==> src/rtl/regfile_write_arbiter.sv <==
`default_nettype none
// ============================================================================
//  Module      : regfile_write_arbiter
//  Description : Shares the single register-file write port between the WB
//                stage and the multicycle MDU, and keeps a scoreboard of
//                registers that still have an MDU result outstanding. Decode
//                is stalled on any scoreboard hit.
//                Optional starvation guard: define REGARB_STARVE_GUARD_EN to
//                add the starve counter and the FORCE_MDU state. Without it,
//                WB has strict priority and wb_stall is tied low.
//  Revision    : 1.0  initial release
// ============================================================================
module regfile_write_arbiter #(
    parameter int STARVE_LIMIT = 4
) (
    input  logic        clk,
    input  logic        reset,
    input  logic        wb_reg_write,
    input  logic [4:0]  wb_write_reg,
    input  logic [31:0] wb_write_data,
    output logic        wb_stall,
    input  logic        mdu_issue,
    input  logic [4:0]  mdu_issue_reg,
    input  logic        mdu_valid,
    input  logic [4:0]  mdu_dest,
    input  logic [31:0] mdu_data,
    output logic        mdu_ready,
    input  logic [4:0]  id_rs,
    input  logic [4:0]  id_rt,
    input  logic [4:0]  id_rd,
    output logic        id_stall,
    output logic        reg_write,
    output logic [4:0]  write_reg,
    output logic [31:0] write_data,
    output logic [31:0] busy_mask
);

    // Reject out-of-range limits at elaboration time.
    if (STARVE_LIMIT < 1 || STARVE_LIMIT > 15) begin : g_bad_starve_limit
        $error("regfile_write_arbiter: STARVE_LIMIT must be in 1..15");
    end

    logic        w_wb_valid;
    logic        w_wb_grant;
    logic        w_mdu_grant;
    logic        w_mdu_ready_raw;
    logic        w_wb_stall_raw;
    logic        w_wb_priority;
    logic [31:0] w_set_mask;
    logic [31:0] w_clr_mask;
    logic [31:0] r_busy;

    // A WB write to r0 is dropped, so it never competes for the port.
    assign w_wb_valid = wb_reg_write && (wb_write_reg != 5'd0);

`ifdef REGARB_STARVE_GUARD_EN
    localparam logic [3:0] c_STARVE_LIMIT = 4'(STARVE_LIMIT);

    typedef enum logic [0:0] {
        S_NORMAL    = 1'b0,
        S_FORCE_MDU = 1'b1
    } state_t;

    state_t     r_state;
    logic [3:0] r_starve_cnt;
    logic [3:0] w_starve_inc;
    logic       w_denied;

    assign w_denied     = mdu_valid && !mdu_ready;
    assign w_starve_inc = (r_starve_cnt == 4'hF) ? 4'hF : (r_starve_cnt + 4'd1);

    // Ownership of the port: WB wins in NORMAL, the MDU owns it in FORCE_MDU.
    always_comb begin
        w_wb_priority   = (r_state == S_NORMAL);
        w_mdu_ready_raw = (r_state == S_FORCE_MDU) ? 1'b1 : !w_wb_valid;
        w_wb_stall_raw  = (r_state == S_FORCE_MDU) && w_wb_valid;
    end

    // Starve counter and guard FSM; the forced grant lasts exactly one cycle
    // because FORCE_MDU always sees either a handshake or a dropped valid.
    always_ff @(posedge clk) begin
        if (reset) begin
            r_state      <= S_NORMAL;
            r_starve_cnt <= 4'd0;
        end else begin
            r_starve_cnt <= w_denied ? w_starve_inc : 4'd0;
            case (r_state)
                S_NORMAL: begin
                    if (w_denied && (w_starve_inc >= c_STARVE_LIMIT))
                        r_state <= S_FORCE_MDU;
                end
                S_FORCE_MDU: begin
                    if (w_mdu_grant || !mdu_valid)
                        r_state <= S_NORMAL;
                end
                default: r_state <= S_NORMAL;
            endcase
        end
    end
`else
    // Strict WB priority: the MDU only gets the port when WB is idle.
    always_comb begin
        w_wb_priority   = 1'b1;
        w_mdu_ready_raw = !w_wb_valid;
        w_wb_stall_raw  = 1'b0;
    end
`endif

    // Handshake outputs are held low for the whole reset cycle.
    always_comb begin
        mdu_ready   = w_mdu_ready_raw && !reset;
        wb_stall    = w_wb_stall_raw && !reset;
        w_wb_grant  = w_wb_valid && w_wb_priority && !reset;
        w_mdu_grant = mdu_valid && mdu_ready;
    end

    // Write-port mux; an MDU result targeting r0 is accepted but not written.
    always_comb begin
        reg_write  = 1'b0;
        write_reg  = 5'd0;
        write_data = 32'd0;
        if (w_wb_grant) begin
            reg_write  = 1'b1;
            write_reg  = wb_write_reg;
            write_data = wb_write_data;
        end else if (w_mdu_grant) begin
            reg_write  = (mdu_dest != 5'd0);
            write_reg  = mdu_dest;
            write_data = mdu_data;
        end
    end

    // Scoreboard set/clear masks; only an unstalled issue allocates a register.
    always_comb begin
        w_set_mask = 32'd0;
        w_clr_mask = 32'd0;
        if (mdu_issue && !id_stall && (mdu_issue_reg != 5'd0))
            w_set_mask = 32'd1 << mdu_issue_reg;
        if (w_mdu_grant)
            w_clr_mask = 32'd1 << mdu_dest;
    end

    // Scoreboard update: set is applied after clear so it wins; r0 never busy.
    always_ff @(posedge clk) begin
        if (reset)
            r_busy <= 32'd0;
        else
            r_busy <= ((r_busy & ~w_clr_mask) | w_set_mask) & ~32'd1;
    end

    // Decode hazard detection on all three register fields.
    always_comb begin
        id_stall  = (r_busy[id_rs] || r_busy[id_rt] || r_busy[id_rd]) && !reset;
        busy_mask = reset ? 32'd0 : r_busy;
    end

endmodule
`default_nettype wire

==> config.mk <==
export PLATFORM = sky130hd
export DESIGN_NAME = regfile_write_arbiter
export DESIGN_NICKNAME = d
export VERILOG_FILES = /design/src/rtl/regfile_write_arbiter.sv
export SDC_FILE = /design/constraint.sdc
export NUM_CORES = 1
export LEC_CHECK = 0
export CAP_MARGIN = 20
export CORE_MARGIN = 10
export CORE_UTILIZATION = 42
export CTS_CLUSTER_SIZE = 16
export DETAILED_ROUTE_END_ITERATION = 6
export GPL_TIMING_DRIVEN = 0
export PLACE_DENSITY = 0.88
export SYNTH_ARGS = -nofsm -noshare
export SYNTH_HDL_FRONTEND = slang
export SYNTH_SLANG_ARGS = --single-unit
export TNS_END_PERCENT = 100
==> constraint.sdc <==
create_clock -name clk -period 7.5 [get_ports clk]
set_input_delay 1.875 -clock clk [delete_from_list [all_inputs] [get_ports clk]]
set_output_delay 1.875 -clock clk [all_outputs]
set_load 0.01 [all_outputs]
After elaboration in Yosys (flattened, before gate mapping)
Index checks and enable logic that the tools add are counted.

storage, ports and cells
  memories = 0
  register bits after elaboration = 32
  input bits = 99
  ROM bits = 0
  bits in latches = 0
  logic and storage cells = 40
  RAM bits = 0

cells by class
  equality and inequality tests = 0
  shifts and indexed selects = 2
  reduce and logical (&&, ||, !) cells = 15
  add/subtract/negate cells = 0
  div/mod/pow operators = 0
  mux-type cells = 15
  $mul = 0
  magnitude comparators = 3
  bitwise gates (word level) = 3

operator list
  cell                                                                           number
  32-bit 2-to-1 mux                                                              5
  1-bit by 5-bit left shift with 32-bit output (first input constant)            2
  32-bit bitwise AND                                                             1
  32-bit inverter                                                                1
  32-bit bitwise OR                                                              1
  5-bit by 6-bit less-than comparator with 1-bit output (second input constant)  3
  1-bit binary-select mux with 5-bit select                                      3
  5-bit nonzero test                                                             3
  5-bit 2-to-1 mux                                                               2
  1-bit logical AND                                                              7
  1-bit 2-to-1 mux                                                               5
  1-bit zero test                                                                3
  1-bit logical OR                                                               2

Logic depth before layout (Yosys ltp)
Gate-level depths: netlist (run 1).

  depth in word-level cells = 10
  mapped depth = 9
  depth with buffers taken out = 6

Worst setup path after synthesis (run 1)
No wires, ideal clock.

  kind = input to output
  from = input port id_rs[2]
  to = output port id_stall
  setup slack = 2050 ps
  stages = 8
  arrival time = 3575 ps
  path buffers = 2
  cells stage by stage = clkbuf_1 mux2_1 a2bb2oi_1 nor4bb_1 a2111oi_2 nand4_2 buf_6 o21ba_1

on the way
  word-level cells in the longest chain between the ends = 5

ends and longest elaborated chain
  element                                    RTL line  text
  start: declaration                         28        input logic [4:0] id_rs,
  1-bit binary-select mux with 5-bit select  153       id_stall = (r_busy[id_rs] || r_busy[id_rt] || r_busy[id_rd]) && !reset;
  1-bit 2-to-1 mux (not written as such)     153
  1-bit logical OR (2 in series)             153
  1-bit logical AND                          153
  end: declaration                           31        output logic id_stall,

No other way between the ends. The select of a mux whose other input is x is not followed.

Worst setup path after layout (run 1)
  from = input port id_rs[1]
  to = output port id_stall

The elaborated chain is that of the path after synthesis.

==> results.cfg, run 1 <==
[floorplanning]
die_w_um = 105
initial_core_util = 0.439
die_area_sq_um = 11000
io_pins = 172
row_count = 30
coreArea_sq_um = 6910
die_h_um = 105

[cells_and_area]
layout_commonest_cell = clkdlybuf4s50_1
layout_common_cells = clkdlybuf4s50_1 (162), a22o_1 (38), nor2b_1 (38), nand2_1 (35)
largestRegisters = r_busy (31)
syn_to_final_growth_pct = 60.3
largest_reg_flops = 31
nets = 636
ff_latch_area_sq_um = 621
fillers = 598
top_register = r_busy
drive_above_1_share = 0.0762
diodes = 0
final_cells = 634
multi_input_area_sq_um = 2190

[critical_path]
critPathMaxStageDelay_ns = 0.58
regToRegStartpoint = r_busy[1]
endpoint_kind = output pin
cp_slowest_cell = clkdlybuf4s50_1
reg2regPathDepth = 7
path_class = input pin to output pin
rrSetupSlack_ns = 5.13
worstPathRequired_ns = 5.62
reg2reg_to = r_busy[10]
crit_chain = clkdlybuf4s50_1 -> buf_6 -> mux2_1 -> a221oi_1 -> nor4_1 -> a2111oi_2 -> nand4_2 -> buf_6 -> o21ba_1 -> clkdlybuf4s50_1
worstPathArrival_ns = 4.78
cp-start-kind = input pin
cp_max_fo = 10

[placement]
dp_hpwl_um = 12400
port_buffers = 162
gp_congestion = 1.00
place_inst = 626

[sta]
skew_ns = 0.00445
finalHoldViolCount = 0
max_freq_mhz = 150
max_slew_margin = 0.536
report.final.slew_viol_count = 0
setup_violations = 0
post-route-period-util = 0.887
worst_pin_slew_ns = 0.690
tns_ns = 0
fin_crit_ns = 6.65
grt_setup_unrepaired = no

[global_routing]
grtUsageMet3 = 0.0940
antenna_found_initial = 0
grtUsageMet1 = 0.252
grt_busiest_layer = met2
grt_pass1_vias = 3856
grt_util_all_layers = 0.252
overflow = 0
grt_max_degree = 11
use_met2 = 0.476
grt_pass1_wl_um = 22200

[pwr]
power.density_nw_per_um2 = 100
pwr-share-seq = 0.346
power.net_switching_w = 0.000153
swShare = 0.316
pwr-share-clk = 0.265
p_comb_frac = 0.389
power.leakage_nw = 1.73
p_total_w = 0.000486
max-vdd-ir-drop_mv = 0.0668
power.internal_w = 0.000332

[synthesis]
ys.warnings.count = 0
async_flop_share = 0
yosysTopAreaCellShare = 0.205
syn_inst = 367
ys_ff_latch = 31
synth_edf_count = 0
synth_area_leaders = dfxtp_1 (20%), a22o_1 (11%), nor2b_1 (7.8%)
synth_area_sq_um = 3030
synth_seq_area_share = 0.205
synth_ff_type = dfxtp_1
ys_types = 50
synth_top_area_cell = dfxtp_1
syn_area_per_cell_sq_um = 8.25

[cts]
clk_latency_ns = 0.29
cts_tree = done
clk_pin_slew_ns = 0.07
cts_resized = 0
cts_made_buffers = 5
cts_setup_buffers = 0
clock-sinks = 31
cts_buffer_depth = 2
cts-root-buf = clkbuf_8
cts_htree_levels = 2
holdBufCountCts = 0

[drt]
drc = 0
dr.pass1.iters = 5
viasPerCell = 5.89
totalWireLength_um = 14600
drtIter0Drc = 287
ant_nets = 0
wl_per_cell_um = 23.1
vias = 3733

[flow_run]
maxCapViolations = 0

[min_path]
min_path_type = flop to flop
worstHoldEndpoint = r_busy[13]
min_from = r_busy[13]
hold_depth = 3

[outcome]
status = complete, no violations
==> synth_stat cells (all sizes together) (3+ instances only) <==
| cell type | n |
|---|---|
| dfxtp | 31 |
| buf | 16 |
| clkbuf | 19 |
| nor3b | 3 |
| nand4b | 4 |
| nand2b | 5 |
| o21ai | 32 |
| mux4 | 12 |
| nand3b | 4 |
| nor3 | 6 |
| mux2 | 6 |
| or2 | 3 |
| inv | 6 |
| o31ai | 33 |
| a22o | 38 |
| nand3 | 14 |
| nand2 | 35 |
| nor2 | 18 |
| a311oi | 3 |
| nor2b | 38 |
| mux2i | 16 |
==> metal layers <==
metal / share of wire / vias up
met5: 0 / -
met4: 0.020 / 0
met3: 0.10 / 19
met2: 0.53 / 215
met1: 0.35 / 1756
li1: - / 1743
==> power by group through the flow <==
stage / Combinational [W] / Clock, W / Sequential (W)
after global placement: 0.000186 / 0 / 0.000171
final: 0.000189 / 0.000129 / 0.000168
after CTS: 0.000189 / 0.000128 / 0.000168
after global routing: 0.000200 / 0.000134 / 0.000168
after floorplan: 0.0000817 / 0 / 0.000171
after detailed placement: 0.000188 / 0 / 0.000172
==> worst max-delay path, delay by kind of cell <==
family	cells	cell delay [ns]
multiplexers	1	0.34
AND/OR/NAND/NOR	2	0.37
AO/OA/AOI/OAI	3	0.71
buffers and inverters	4	1.47
==> logic make-up after synthesis <==
| kind of cell | after synthesis | share of synthesized area |
|---|---|---|
| compound gates | 119 | 0.297 |
| other cells | 1 | 0.00124 |
| buf+inv | 41 | 0.0731 |
| mux | 34 | 0.167 |
| simple gates | 141 | 0.257 |
| flops | 31 | 0.205 |
==> metrics by stage <==
stage                      util  hold slack, ns  worst slack (ns)  area (sq um)
after detailed placement  0.691           0.633             0.886          4770
after global routing      0.703           0.675             0.722          4860
final                     0.703           0.657             0.847          4860
after global placement    0.691           0.641             0.881          4770
after floorplan               -           0.635              2.05          3030
after CTS                 0.703           0.649             0.864          4860
==> layout make-up <==
type,count,area share
timing repair buffer,162,0.334
clock inverter,1,0.00103
multi-input combinational,296,0.451
clock buffer,7,0.0157
inverter,6,0.00464
tap,96,0.0247
buffer,35,0.0410
sequential,31,0.128
==> how the worst max path moves through the flow <==
stage	from	to	slack, ns	cells after the start
finish	id_rs[1]	id_stall	0.85	10
global route	id_rd[2]	id_stall	0.72	9
CTS	id_rs[1]	id_stall	0.86	10
detailed placement	id_rs[1]	id_stall	0.89	10
global placement	id_rs[1]	id_stall	0.88	10
floorplan	id_rs[2]	id_stall	2.05	8
Note: power is estimated with default switching activity, not from simulation.
==> inputs of run 2 (changes only) <==
--- a/config.mk
+++ b/config.mk
@@ -7,11 +7,12 @@
 export LEC_CHECK = 0
 export CAP_MARGIN = 20
 export CORE_MARGIN = 10
-export CORE_UTILIZATION = 42
+export CORE_UTILIZATION = 55
 export CTS_CLUSTER_SIZE = 16
 export DETAILED_ROUTE_END_ITERATION = 6
+export DONT_BUFFER_PORTS = 1
 export GPL_TIMING_DRIVEN = 0
-export PLACE_DENSITY = 0.88
+export PLACE_DENSITY = 0.71
 export SYNTH_ARGS = -nofsm -noshare
 export SYNTH_HDL_FRONTEND = slang
 export SYNTH_SLANG_ARGS = --single-unit
==> run 2 against run 1 <==
Net effect:
- setup slack gained 0.93 ns
- sequential cell count is the same
- die area shrank 19%
- worst hold slack gained 0.055 ns
- cell area shrank 34%
- count of clock-buffer cells in the layout is the same
- global-route usage grew 0.26 points
- critical endpoint unchanged
- largest power group is now sequential cells
==> results.cfg, run 2 (same netlist as run 1, synthesis figures left out) <==
[drt]
viasPerCell = 6.96
dr.pass1.iters = 4
drc = 0
vias = 3106
wl_per_cell_um = 26.9
ant_nets = 0
drtIter0Drc = 191
totalWireLength_um = 12000

[cts]
cts_htree_levels = 2
cts_resized = 0
cts_made_buffers = 5
clk_latency_ns = 0.29
cts_tree = done
cts_buffer_depth = 2
cts-root-buf = clkbuf_8
cts_setup_buffers = 0
holdBufCountCts = 0
clk_pin_slew_ns = 0.07
clock-sinks = 31

[global_routing]
grt_util_all_layers = 0.255
overflow = 0
grt_pass1_vias = 3131
grt_max_degree = 11
antenna_found_initial = 0
grt_pass1_wl_um = 17800

[floorplanning]
coreArea_sq_um = 5240
row_count = 26
die_w_um = 94.2
die_area_sq_um = 8880
die_h_um = 94.2
io_pins = 172
initial_core_util = 0.578

[cells_and_area]
layout_common_cells = a22o_1 (38), nor2b_1 (38), nand2_1 (35), o31ai_1 (31), dfxtp_1 (31)
largest_reg_flops = 31
top_register = r_busy
multi_input_area_sq_um = 2190
largestRegisters = r_busy (31)
ff_latch_area_sq_um = 621
diodes = 0
nets = 474
fillers = 503
final_cells = 446
drive_above_1_share = 0.109
syn_to_final_growth_pct = 5.70

[critical_path]
worstPathRequired_ns = 5.62
path_class = input pin to output pin
worstPathArrival_ns = 3.85
cp-start-kind = input pin
cp_max_fo = 10
critPathMaxStageDelay_ns = 0.36
cp_slowest_cell = mux2_1
critPathTopFamily = compound AO/OA/AOI/OAI gates
crit_chain = clkbuf_1 -> mux2_1 -> a2bb2oi_1 -> nor4bb_1 -> a2111oi_2 -> nand4_2 -> buf_6 -> o21ba_1
endpoint_kind = output pin
critical_path_buf_inv_count = 2

[sta]
max_freq_mhz = 175
skew_ns = 0.00496
finalHoldViolCount = 0
whs_ns = 0.712
max_slew_margin = 0.554
grt_setup_unrepaired = no
report.final.slew_viol_count = 0
worst_slack_ns = 1.77
post-route-period-util = 0.764
setup_violations = 0
fin_crit_ns = 5.73
worst_pin_slew_ns = 0.664
tns_ns = 0

[pwr]
power.net_switching_w = 0.000133
swShare = 0.331
p_total_w = 0.000402
max-vdd-ir-drop_mv = 0.0675
power.density_nw_per_um2 = 126
pwr-share-clk = 0.323
power.internal_w = 0.000269
p_comb_frac = 0.259
power.leakage_nw = 1.13
pwr-share-seq = 0.418

[placement]
place_inst = 438
dp_hpwl_um = 9930
gp_congestion = 0.925
place_ws_ns = 1.79
port_buffers = 0

[outcome]
status = complete, no violations

[flow_run]
maxCapViolations = 0

[min_path]
min_path_type = flop to flop
run 2: changes by cell type in the layout (fill, tap and decap cells not counted):
cell	before	now
clkdlybuf4s50_1	162	0
run 2: final cells by class:
cell class | instances | area share
Buffer | 35 | 0.0621
Clock buffer | 7 | 0.0238
Clock inverter | 1 | 0.00156
Inverter | 6 | 0.00703
Multi-Input combinational cell | 296 | 0.684
Sequential cell | 31 | 0.194
Tap cell | 70 | 0.0274
run 2: final timing paths:
path / startpoint / cells after the start / end / slack (ns)
setup / recovery: id_rs[2] / 8 / id_stall / 1.77
hold / removal: r_busy[13] / 3 / r_busy[13] / 0.71
setup reg to reg: r_busy[5] / 7 / r_busy[1] / 5.22
hold reg to reg: r_busy[13] / 3 / r_busy[13] / 0.71
run 2: stage by stage:
stage,instance area [sq um],utilization
2_1_floorplan,3030,-
3_3_place_gp,3120,0.596
3_5_place_dp,3120,0.596
4_1_cts,3200,0.611
5_1_grt,3200,0.611
6_report,3200,0.611
run 2: per-layer routing:
metal	wire, um	GRT usage	vias to the layer above
met3	1120	0.0767	37
met1	4300	0.274	1466
met4	546	0.137	0
met5	0	0	-
li1	-	-	1422
met2	6030	0.436	181
run 2: worst register-to-register path: stages (launching register included):
cell and delay (ns):
dfxtp_1 0.36, mux2_1 0.30, a221oi_1 0.26, a2111oi_1 0.12
a2111oi_2 0.40, nand4_2 0.28, buf_6 0.23, o31ai_1 0.24
run 2: power by group through the flow:
stage               registers [W]   logic, W  clock network (W)
CTS                      0.000168   0.000103           0.000128
finish                   0.000168   0.000104           0.000130
global placement         0.000172   0.000102                  0
floorplan                0.000171  0.0000817                  0
detailed placement       0.000172   0.000103                  0
global route             0.000168   0.000112           0.000134
